--- src/rtl/dma_csr_bank.sv ---
// AXI4-Lite CSR bank: global page plus NUM_CH per-channel DMA descriptor/status pages.
// Latency: B response and ch_start one cycle after AW+W are both held; R data one cycle after AR.
// Backpressure: one write and one read in flight; AW/W/AR stall while B/R wait for bready/rready.
module dma_csr_bank #(
    parameter int          NUM_CH     = 4,
    parameter int          ADDR_WIDTH = 32,
    parameter int          DATA_WIDTH = 32,
    parameter int          LEN_WIDTH  = 24,
    parameter logic [31:0] ID_VALUE   = 32'hD3A0_0100
) (
    input  logic                        clk,
    input  logic                        rst_n,
    input  logic [ADDR_WIDTH-1:0]       s_axil_awaddr,
    input  logic                        s_axil_awvalid,
    output logic                        s_axil_awready,
    input  logic [DATA_WIDTH-1:0]       s_axil_wdata,
    input  logic [DATA_WIDTH/8-1:0]     s_axil_wstrb,
    input  logic                        s_axil_wvalid,
    output logic                        s_axil_wready,
    output logic [1:0]                  s_axil_bresp,
    output logic                        s_axil_bvalid,
    input  logic                        s_axil_bready,
    input  logic [ADDR_WIDTH-1:0]       s_axil_araddr,
    input  logic                        s_axil_arvalid,
    output logic                        s_axil_arready,
    output logic [DATA_WIDTH-1:0]       s_axil_rdata,
    output logic [1:0]                  s_axil_rresp,
    output logic                        s_axil_rvalid,
    input  logic                        s_axil_rready,
    output logic [NUM_CH-1:0]           ch_start,
    output logic [NUM_CH*32-1:0]        ch_src,
    output logic [NUM_CH*32-1:0]        ch_dst,
    output logic [NUM_CH*LEN_WIDTH-1:0] ch_len,
    input  logic [NUM_CH-1:0]           ch_busy,
    input  logic [NUM_CH-1:0]           ch_done,
    input  logic [NUM_CH-1:0]           ch_err,
    output logic                        irq
);

    // Parameter sanity: refuse to elaborate configurations the register map cannot describe.
    generate
        if (DATA_WIDTH != 32) begin : g_bad_data_width
            $error("dma_csr_bank: DATA_WIDTH must be 32");
        end
        if (NUM_CH < 1 || NUM_CH > 8) begin : g_bad_num_ch
            $error("dma_csr_bank: NUM_CH must be in 1..8");
        end
        if (LEN_WIDTH < 1 || LEN_WIDTH > 32) begin : g_bad_len_width
            $error("dma_csr_bank: LEN_WIDTH must be in 1..32");
        end
        if (ADDR_WIDTH < 10) begin : g_bad_addr_width
            $error("dma_csr_bank: ADDR_WIDTH must be at least 10");
        end
    endgenerate

    localparam logic [1:0] GLB_ID      = 2'd0;
    localparam logic [1:0] GLB_IRQ     = 2'd1;
    localparam logic [1:0] GLB_SCRATCH = 2'd2;
    localparam logic [1:0] GLB_NUMCH   = 2'd3;

    localparam logic [2:0] REG_CTRL    = 3'd0;
    localparam logic [2:0] REG_STATUS  = 3'd1;
    localparam logic [2:0] REG_SRC     = 3'd2;
    localparam logic [2:0] REG_DST     = 3'd3;
    localparam logic [2:0] REG_LEN     = 3'd4;

    localparam logic [1:0] RESP_OKAY   = 2'b00;
    localparam logic [1:0] RESP_SLVERR = 2'b10;

    // Decoded view of a word address (address bits [9:2]).
    typedef struct packed {
        logic       glb;      // hits the global page 0x000..0x00C
        logic       chn;      // hits an implemented channel register
        logic [1:0] glb_reg;
        logic [2:0] ch;
        logic [2:0] ch_reg;
    } dec_t;

    function automatic dec_t decode(input logic [7:0] word);
        dec_t d;
        d.glb     = (word[7:2] == 6'd0);
        d.chn     = (word[7:6] == 2'b01) && (int'(word[5:3]) < NUM_CH) && (word[2:0] <= REG_LEN);
        d.glb_reg = word[1:0];
        d.ch      = word[5:3];
        d.ch_reg  = word[2:0];
        return d;
    endfunction

    function automatic logic [31:0] merge_bytes(input logic [31:0] cur, input logic [31:0] dat,
                                                input logic [3:0] strb);
        logic [31:0] r;
        for (int b = 0; b < 4; b++) begin
            r[8*b +: 8] = strb[b] ? dat[8*b +: 8] : cur[8*b +: 8];
        end
        return r;
    endfunction

    // Address bits outside [9:2] never influence decode.
    logic unused_addr;
    generate
        if (ADDR_WIDTH > 10) begin : g_unused_hi
            assign unused_addr = ^{s_axil_awaddr[ADDR_WIDTH-1:10], s_axil_awaddr[1:0],
                                   s_axil_araddr[ADDR_WIDTH-1:10], s_axil_araddr[1:0]};
        end else begin : g_unused_lo
            assign unused_addr = ^{s_axil_awaddr[1:0], s_axil_araddr[1:0]};
        end
    endgenerate

    // ---------------------------------------------------------------- state
    logic        aw_full;
    logic [7:0]  aw_word;
    logic        w_full;
    logic [31:0] w_data;
    logic [3:0]  w_strb;

    logic [31:0]          scratch;
    logic [NUM_CH-1:0]    irq_en;
    logic [NUM_CH-1:0]    st_done;
    logic [NUM_CH-1:0]    st_err;
    logic [NUM_CH-1:0]    st_drop;
    logic [31:0]          src_reg [NUM_CH];
    logic [31:0]          dst_reg [NUM_CH];
    logic [LEN_WIDTH-1:0] len_reg [NUM_CH];

    // ---------------------------------------------------------------- write path
    logic        aw_hs;
    logic        w_hs;
    logic        wr_fire;
    logic [7:0]  wr_word;
    logic [31:0] wr_data;
    logic [3:0]  wr_strb;
    dec_t        wdec;
    logic        wr_ok;

    assign s_axil_awready = !aw_full && !s_axil_bvalid;
    assign s_axil_wready  = !w_full && !s_axil_bvalid;
    assign aw_hs   = s_axil_awvalid && s_axil_awready;
    assign w_hs    = s_axil_wvalid && s_axil_wready;
    // A beat arriving this cycle completes the pair without waiting for the holding register.
    assign wr_fire = (aw_full || aw_hs) && (w_full || w_hs);
    assign wr_word = aw_full ? aw_word : s_axil_awaddr[9:2];
    assign wr_data = w_full ? w_data : s_axil_wdata;
    assign wr_strb = w_full ? w_strb : s_axil_wstrb;
    assign wdec    = decode(wr_word);
    assign wr_ok   = wdec.chn || (wdec.glb && wdec.glb_reg == GLB_SCRATCH);

    // Per-channel write strobes derived from the executing write.
    logic [NUM_CH-1:0]    ch_wr;
    logic [NUM_CH-1:0]    start_hit;
    logic [NUM_CH-1:0]    stat_wr;
    logic [LEN_WIDTH-1:0] len_new [NUM_CH];

    // Channel select, START/W1C qualification and the byte-merged LEN value.
    always_comb begin
        logic [31:0] len_wide;
        ch_wr     = '0;
        start_hit = '0;
        stat_wr   = '0;
        len_wide  = '0;
        for (int n = 0; n < NUM_CH; n++) begin
            ch_wr[n]     = wr_fire && wr_ok && wdec.chn && (int'(wdec.ch) == n);
            start_hit[n] = ch_wr[n] && (wdec.ch_reg == REG_CTRL) && wr_strb[0] && wr_data[0];
            stat_wr[n]   = ch_wr[n] && (wdec.ch_reg == REG_STATUS) && wr_strb[0];
            len_wide     = merge_bytes(32'(len_reg[n]), wr_data, wr_strb);
            len_new[n]   = len_wide[LEN_WIDTH-1:0];
        end
    end

    // AW/W holding registers and the B channel.
    always_ff @(posedge clk or negedge rst_n) begin
        if (!rst_n) begin
            aw_full       <= 1'b0;
            aw_word       <= '0;
            w_full        <= 1'b0;
            w_data        <= '0;
            w_strb        <= '0;
            s_axil_bvalid <= 1'b0;
            s_axil_bresp  <= RESP_OKAY;
        end else begin
            if (wr_fire) begin
                aw_full       <= 1'b0;
                w_full        <= 1'b0;
                s_axil_bvalid <= 1'b1;
                s_axil_bresp  <= wr_ok ? RESP_OKAY : RESP_SLVERR;
            end else begin
                if (aw_hs) begin
                    aw_full <= 1'b1;
                    aw_word <= s_axil_awaddr[9:2];
                end
                if (w_hs) begin
                    w_full <= 1'b1;
                    w_data <= s_axil_wdata;
                    w_strb <= s_axil_wstrb;
                end
                if (s_axil_bvalid && s_axil_bready) begin
                    s_axil_bvalid <= 1'b0;
                end
            end
        end
    end

    // Global SCRATCH register.
    always_ff @(posedge clk or negedge rst_n) begin
        if (!rst_n) begin
            scratch <= '0;
        end else if (wr_fire && wr_ok && wdec.glb) begin
            scratch <= merge_bytes(scratch, wr_data, wr_strb);
        end
    end

    // Channel descriptors, control, sticky status (set wins over clear) and start pulses.
    always_ff @(posedge clk or negedge rst_n) begin
        if (!rst_n) begin
            irq_en   <= '0;
            st_done  <= '0;
            st_err   <= '0;
            st_drop  <= '0;
            ch_start <= '0;
            for (int n = 0; n < NUM_CH; n++) begin
                src_reg[n] <= '0;
                dst_reg[n] <= '0;
                len_reg[n] <= '0;
            end
        end else begin
            for (int n = 0; n < NUM_CH; n++) begin
                if (ch_wr[n]) begin
                    case (wdec.ch_reg)
                        REG_CTRL: if (wr_strb[0]) irq_en[n] <= wr_data[1];
                        REG_SRC:  src_reg[n] <= merge_bytes(src_reg[n], wr_data, wr_strb);
                        REG_DST:  dst_reg[n] <= merge_bytes(dst_reg[n], wr_data, wr_strb);
                        REG_LEN:  len_reg[n] <= len_new[n];
                        default:  ;
                    endcase
                end
                st_done[n]  <= (st_done[n] && !(stat_wr[n] && wr_data[1])) || ch_done[n];
                st_err[n]   <= (st_err[n]  && !(stat_wr[n] && wr_data[2])) || ch_err[n];
                st_drop[n]  <= (st_drop[n] && !(stat_wr[n] && wr_data[3])) ||
                               (start_hit[n] && ch_busy[n]);
                ch_start[n] <= start_hit[n] && !ch_busy[n];
            end
        end
    end

    // ---------------------------------------------------------------- interrupt
    logic [NUM_CH-1:0] pending;
    assign pending = irq_en & (st_done | st_err);

    // Registered level interrupt.
    always_ff @(posedge clk or negedge rst_n) begin
        if (!rst_n) begin
            irq <= 1'b0;
        end else begin
            irq <= |pending;
        end
    end

    // ---------------------------------------------------------------- read path
    dec_t        rdec;
    logic [31:0] rd_val;
    logic        rd_ok;

    assign s_axil_arready = !s_axil_rvalid;
    assign rdec = decode(s_axil_araddr[9:2]);

    // Read mux over current register contents; undecoded addresses return zero.
    always_comb begin
        rd_val = '0;
        rd_ok  = 1'b0;
        if (rdec.glb) begin
            rd_ok = 1'b1;
            case (rdec.glb_reg)
                GLB_ID:      rd_val = ID_VALUE;
                GLB_IRQ:     rd_val = 32'(pending);
                GLB_SCRATCH: rd_val = scratch;
                GLB_NUMCH:   rd_val = 32'(NUM_CH);
                default:     rd_val = '0;
            endcase
        end else if (rdec.chn) begin
            rd_ok = 1'b1;
            for (int n = 0; n < NUM_CH; n++) begin
                if (int'(rdec.ch) == n) begin
                    case (rdec.ch_reg)
                        REG_CTRL:   rd_val = {30'd0, irq_en[n], 1'b0};
                        REG_STATUS: rd_val = {28'd0, st_drop[n], st_err[n], st_done[n], ch_busy[n]};
                        REG_SRC:    rd_val = src_reg[n];
                        REG_DST:    rd_val = dst_reg[n];
                        REG_LEN:    rd_val = 32'(len_reg[n]);
                        default:    rd_val = '0;
                    endcase
                end
            end
        end
    end

    // R channel: capture on AR handshake, hold until rready.
    always_ff @(posedge clk or negedge rst_n) begin
        if (!rst_n) begin
            s_axil_rvalid <= 1'b0;
            s_axil_rdata  <= '0;
            s_axil_rresp  <= RESP_OKAY;
        end else if (s_axil_arvalid && s_axil_arready) begin
            s_axil_rvalid <= 1'b1;
            s_axil_rdata  <= rd_val;
            s_axil_rresp  <= rd_ok ? RESP_OKAY : RESP_SLVERR;
        end else if (s_axil_rvalid && s_axil_rready) begin
            s_axil_rvalid <= 1'b0;
        end
    end

    // ---------------------------------------------------------------- engine-facing buses
    generate
        for (genvar g = 0; g < NUM_CH; g++) begin : g_flat
            assign ch_src[32*g +: 32]               = src_reg[g];
            assign ch_dst[32*g +: 32]               = dst_reg[g];
            assign ch_len[LEN_WIDTH*g +: LEN_WIDTH] = len_reg[g];
        end
    endgenerate

endmodule

--- config.mk ---
export PLATFORM = sky130hd
export DESIGN_NAME = dma_csr_bank
export DESIGN_NICKNAME = d
export VERILOG_FILES = /design/src/rtl/dma_csr_bank.sv
export SDC_FILE = /design/constraint.sdc
export NUM_CORES = 1
export LEC_CHECK = 0
export CAP_MARGIN = 20
export CELL_PAD_IN_SITES_DETAIL_PLACEMENT = 0
export CELL_PAD_IN_SITES_GLOBAL_PLACEMENT = 1
export CORE_MARGIN = 2
export CORE_UTILIZATION = 39
export CTS_CLUSTER_SIZE = 40
export DETAILED_ROUTE_END_ITERATION = 12
export GPL_TIMING_DRIVEN = 0
export PLACE_DENSITY_LB_ADDON = 0.1
export SYNTH_ARGS = -nofsm -noshare
export SYNTH_HDL_FRONTEND = slang
export SYNTH_SLANG_ARGS = --single-unit
export TNS_END_PERCENT = 1
--- constraint.sdc ---
create_clock -name clk -period 3.2 [get_ports clk]
set_input_delay 0.64 -clock clk [delete_from_list [all_inputs] [get_ports clk]]
set_output_delay 0.64 -clock clk [all_outputs]
set_load 0.1 [all_outputs]
Yosys cells after proc, flatten, opt, wreduce, memory -nomap -nowiden
Index checks and enable logic that the tools add are counted.
W data, S select, Z words.
{"block": "word_totals", "ff_bits": 489, "latch_bits": 0, "mem_bits_rw": 0, "mem_bits_ro": 0, "input_bits": 119, "out_inout_bits": 398, "elab_cells": 293, "mem_count": 0}
{"block": "classes", "addsub": 0, "n_mul": 0, "div_mod_pow": 0, "magnitude_cmp": 4, "n_eq_ne": 20, "shift": 0, "mux": 26, "bitwise_logic": 3, "n_reduce_logical": 173}
{"op": "$pmux W32 S5", "n": 4}
{"op": "$mux W32", "n": 7}
{"op": "$reduce_and A3 Y1", "n": 48}
{"op": "$pmux W32 S4", "n": 1}
{"op": "$logic_and A1 B1 Y1", "n": 72}
{"op": "$logic_not A1 Y1", "n": 20}
{"op": "$eq A3 B2 Y1 const B", "n": 6}
{"op": "$eq A3 B3 Y1 const B", "n": 6}
{"op": "$logic_or A1 B1 Y1", "n": 15}
{"op": "$logic_not A3 Y1", "n": 4}
{"op": "$logic_not A6 Y1", "n": 2}
{"op": "$reduce_and A2 Y1", "n": 6}
{"op": "$mux W1", "n": 10}
{"op": "$mux W8", "n": 1}
{"op": "$reduce_bool A2 Y1", "n": 4}
{"op": "$eq A2 B1 Y1 const B", "n": 3}
{"op": "$eq A2 B2 Y1 const B", "n": 3}
{"op": "$eq A3 B1 Y1 const B", "n": 2}
{"op": "$le A3 B3 Y1 const B", "n": 2}
{"op": "$lt A3 B3 Y1 const B", "n": 2}
{"op": "$and A4 B4 Y4", "n": 1}
{"op": "$mux W2", "n": 2}
{"op": "$mux W4", "n": 1}
{"op": "$or A4 B4 Y4", "n": 1}
{"op": "other kinds (3)", "n": 3}

Depth between registers and ports, before layout
{"block": "logic_depth", "ltp_word": 14, "depth_mapped": 9, "depth_no_buf": 5}

Least setup slack after synthesis
OpenSTA, ideal clock, no wires.
{"block": "synth_path", "path_type": "flip-flop to output port", "startpoint": "reg w_full", "endpoint": "out s_axil_wready", "arrival_time_ns": 2.475, "required_time_ns": 2.560, "setup_slack_ns": 0.085, "path_stages_with_launch": 6, "path_buffers": 4, "path_cell_list": "dfrtp_1 > buf_2 > buf_2 > buf_2 > buf_1 > nor2_1"}
{"block": "synth_between", "elab_chain_cells": 2}
{"item": "from (decl)", "line": "112", "rtl": "logic w_full;"}
{"item": "from (signal assigned)", "line": "174", "rtl": "w_full <= 1'b0;"}
{"item": "from (signal assigned)", "line": "182", "rtl": "w_full <= 1'b0;"}
{"item": "from (signal assigned)", "line": "191", "rtl": "w_full <= 1'b1;"}
{"item": "$logic_not A1 Y1", "line": "136", "rtl": "assign s_axil_wready = !w_full && !s_axil_bvalid;"}
{"item": "$logic_and A1 B1 Y1", "line": "136"}
{"item": "to (decl)", "line": "19", "rtl": "output logic s_axil_wready,"}
No other way between the ends.

Worst setup path after layout
{"block": "layout_path", "startpoint": "in s_axil_araddr[2]", "endpoint": "reg s_axil_rdata[23]"}
{"block": "layout_between", "elab_chain_cells": 8, "word_cells_on_any_way": 22}
{"item": "from (decl)", "line": "23", "rtl": "input logic [ADDR_WIDTH-1:0] s_axil_araddr,"}
{"item": "$eq A3 B3 Y1, or another cell as far along", "line": "282", "rtl": "case (rdec.ch_reg)"}
{"item": "$pmux W32 S5", "line": "282"}
{"item": "$mux W32 (4 in a row)", "line": "281", "rtl": "if (int'(rdec.ch) == n) begin"}
{"item": "$mux W32", "line": "278", "rtl": "end else if (rdec.chn) begin"}
{"item": "$mux W32 *", "line": "269", "rtl": "if (rdec.glb) begin"}
{"item": "to (signal assigned)", "line": "303", "rtl": "s_axil_rdata <= rd_val;"}
{"item": "to (decl)", "line": "26", "rtl": "output logic [DATA_WIDTH-1:0] s_axil_rdata,"}
Mark *: on every way between the ends. The rest lies on a longest branch, timed or not.
A chain may end at the register's enable or synchronous reset.

==> reports/summary.txt <==
Placed wire-length estimate - 80000 µm
R2R cell count - 7
Overall Global Routing Usage - 0.353
Total length of routed wires - 108000 µm
Final Net Count - 2801
Dpl ws - -1120 ps
Initial Util - 0.393
Critical Path Sink - s_axil_rdata[23]$_DFFE_PN0P_
Count leader, synth - o21ai_0
CTS H-tree depth - 2
Cell taking the most area after synthesis - dfrtp_1
Synthesized cell area - 22600 µm²
Yosys cell types - 55
First-pass GRT wire length - 152000 µm
Fin worst setup slack - -51.2 ps
CTS clk-pin slew, worst paths - 60 ps
Via count - 21583
Startpoint types - input pin
Drt pass-1 iters - 6
Kind of critical path - in2reg
Least-Margin Pin Slew - 1180 ps
Core ar. - 57500 µm²
I/O pin count - 517
Max-cap viol count - 0
Crit-path cells - clkdlybuf4s50_1, and3b_1, clkbuf_1, clkbuf_1, clkbuf_1, nand2_1, o211ai_1, nand3_1, o221ai_1
Layout cell share with drive strength beyond 1 - 0.130
Setup violators final - 12
Hold WC Path Type - in2async
Register area share after synthesis - 0.539
DR WL/cell - 30.9 µm
Initial antenna violation count - 2
Clock latency on the worst-skew pair - 620 ps
CTS Buf Count - 54
Number of flops mapped to enable cells by yosys - 0
CTS Buffer Depth - 3
TritonCTS clock tree - built
Largest net degree at the start of global routing - 121
Die area - 59900 µm²
CP required - 3710 ps
Origin of the critical flop-to-flop path - aw_full$_DFFE_PN0P_
Top cells by area, synth - dfrtp_1 54%, o21ai_0 11%, mux2_2 8.2%, mux2i_1 3.4%, a22oi_1 2.8%
Number of routed nets with antenna violations - 0
PD cells - 658 nW/µm²
Share of the synthesized area in the top cell type - 0.539
Failing checks - negative setup slack
Final Cycle Share - 1.02
Slew HR - 0.214
Post-layout total power - 20000 µW
IO buf count - 464
Die Y - 245 µm
Crit path launch - s_axil_araddr[2]
Max Clock Skew - 15.2 ps
F_max - 308 MHz
Final global-route overflow total - 0
Fill cell count - 5234
Clock sink count - 487
Gp weighted congestion - 0.958
Primary FF master, synth - dfrtp_1
Post-Syn Area per Cell - 10.5 µm²
CP arrival - 3760 ps
Worst Setup End Kind - flip-flop
R2R setup slack - 50 ps
Synth-to-layout area growth - 34.5%
Tmin final - 3250 ps
Most common cell on crit path - clkbuf_1
Synth top cells by count - 493 x o21ai_0, 487 x dfrtp_1, 165 x mux2_2
Placed Instances - 3389
Fin. max-slew vios - 0
Outcome - complete, but fails checks
WHS - 487 ps
Worst r2r dst - ch_src[6]$_DFFE_PN0P_
Max incr delay on CP - 720 ps
Via-to-Cell Ratio - 6.18
RSZ-0062 raised after global routing - yes
Vias in the first global route - 21188
VDD IR max - 0.000414 V
DIE WIDTH - 245 µm
1st-iter DRT viols - 2523
Leak - 0.0126 µW
Non-filler cells, final - 3491
Row count - 88
# DRC - 0
Mapped Cells - 2151
Warnings, synthesis - 0
Seq cells post-synth - 487
Finished Cell Area - 30400 µm²
Root Driver - clkbuf_16
Worst Path Max Fanout - 10
Fin. Hold Viols - 0
Crit-path slowest cell - clkbuf_1
Dpl cell area - 28400 µm²
FFs w/ async S/R, synth - 1.00
-- what timing repair did --
action                     4_1_cts  5_1_grt
pin swaps                        0        3
setup endpoints to repair      193      166
hold endpoints to repair        33        0
hold buffers                     1        0
setup buffers                    0        0
resized for setup               27       40
-- metrics by stage --
| step | TNS, ps | util |
|---|---|---|
| detailed placement | -182500 | 0.494 |
| global route | -773 | 0.529 |
| CTS | -1300 | 0.528 |
| global placement | -9986910 | 0.491 |
| floorplan | 0 | - |
| finish | -334 | 0.529 |
-- where the power goes --
| group | leakage, µW | internal, µW | switching (µW) | total [µW] |
|---|---|---|---|---|
| Combinational | 0.00518 | 1530 | 4500 | 6040 |
| Clock | 0.000953 | 4090 | 2690 | 6780 |
| Sequential | 0.00644 | 6720 | 472 | 7190 |
| Total | 0.0126 | 12300 | 7660 | 20000 |
-- worst min path at each step --
stage	to	cells past startpoint	slack, ps	startpoint
finish	ch_start[3]$_DFF_PN0_	2	490	rst_n
global route	scratch[10]$_DFFE_PN0P_	1	500	scratch[10]$_DFFE_PN0P_
CTS	ch_start[3]$_DFF_PN0_	2	490	rst_n
detailed placement	scratch[21]$_DFFE_PN0P_	1	480	scratch[21]$_DFFE_PN0P_
global placement	scratch[21]$_DFFE_PN0P_	1	470	scratch[21]$_DFFE_PN0P_
floorplan	aw_full$_DFFE_PN0P_	0	340	rst_n
-- area by class of cell --
cell class	instances	area [µm²]	share of cell area
Tap cell	765	957	0.0315
Inverter	24	90.1	0.00296
Buffer	164	716	0.0235
Antenna cell	1	2.50	0.0000823
Clock inverter	18	269	0.00885
Multi-Input combinational cell	1477	9710	0.319
Sequential cell	487	12200	0.401
Clock buffer	81	1640	0.0541
Timing Repair Buffer	474	4840	0.159
-- registers in the layout (all words and copies together) (netlist names), 4 cells and up --
signal        cells
ch_src          128
ch_len           96
st_err            4
s_axil_rdata     32
irq_en            4
w_data           32
scratch          32
ch_start          4
ch_dst          128
w_strb            4
st_drop           4
aw_word           8
st_done           4
-- layout by cell type, fill, tap and decap left out, types with 12 or more instances in the layout --
| cell type | count |
|---|---|
| buf_2 | 22 |
| a221o_1 | 18 |
| o21ai_1 | 62 |
| nand3_1 | 41 |
| a21oi_1 | 88 |
| nand2_1 | 148 |
| dfrtp_1 | 487 |
| clkbuf_2 | 20 |
| nor2_1 | 39 |
| o22ai_1 | 14 |
| nand4_1 | 20 |
| a221oi_1 | 20 |
| o21ai_0 | 493 |
| mux2_2 | 165 |
| o211ai_1 | 34 |
| mux2_1 | 14 |
| inv_1 | 23 |
| nand2b_1 | 21 |
| or3_1 | 12 |
| mux2i_1 | 76 |
| clkdlybuf4s50_1 | 461 |
| clkbuf_16 | 55 |
| a22oi_1 | 85 |
| or2_0 | 15 |
| clkbuf_8 | 17 |
| clkbuf_1 | 116 |
-- cell families (layout without fill, tap and decap cells) --
kind of cell | after synthesis | after routing | synth area share
AO/OA/AOI/OAI | 853 | 853 | 0.215
buffers and inverters | 188 | 761 | 0.0333
flip-flops | 487 | 487 | 0.539
multiplexers | 262 | 262 | 0.130
other | 1 | 3 | 0.000166
AND/OR/NAND/NOR | 360 | 360 | 0.0823
-- routing by layer --
| metal | global-route usage | vias to the layer above | wire, µm |
|---|---|---|---|
| li1 | - | 9022 | - |
| met1 | 0.478 | 11032 | 44100 |
| met2 | 0.534 | 1290 | 47900 |
| met3 | 0.0947 | 237 | 10900 |
| met4 | 0.151 | 2 | 4780 |
| met5 | 0 | - | 17 |
-- critical path, delay by kind of cell --
family,cells,cell delay (ps)
AND/OR/NAND/NOR,3,420
buffers and inverters,4,2310
AO/OA/AOI/OAI,2,360
Power figures use the tool's default switching activity.
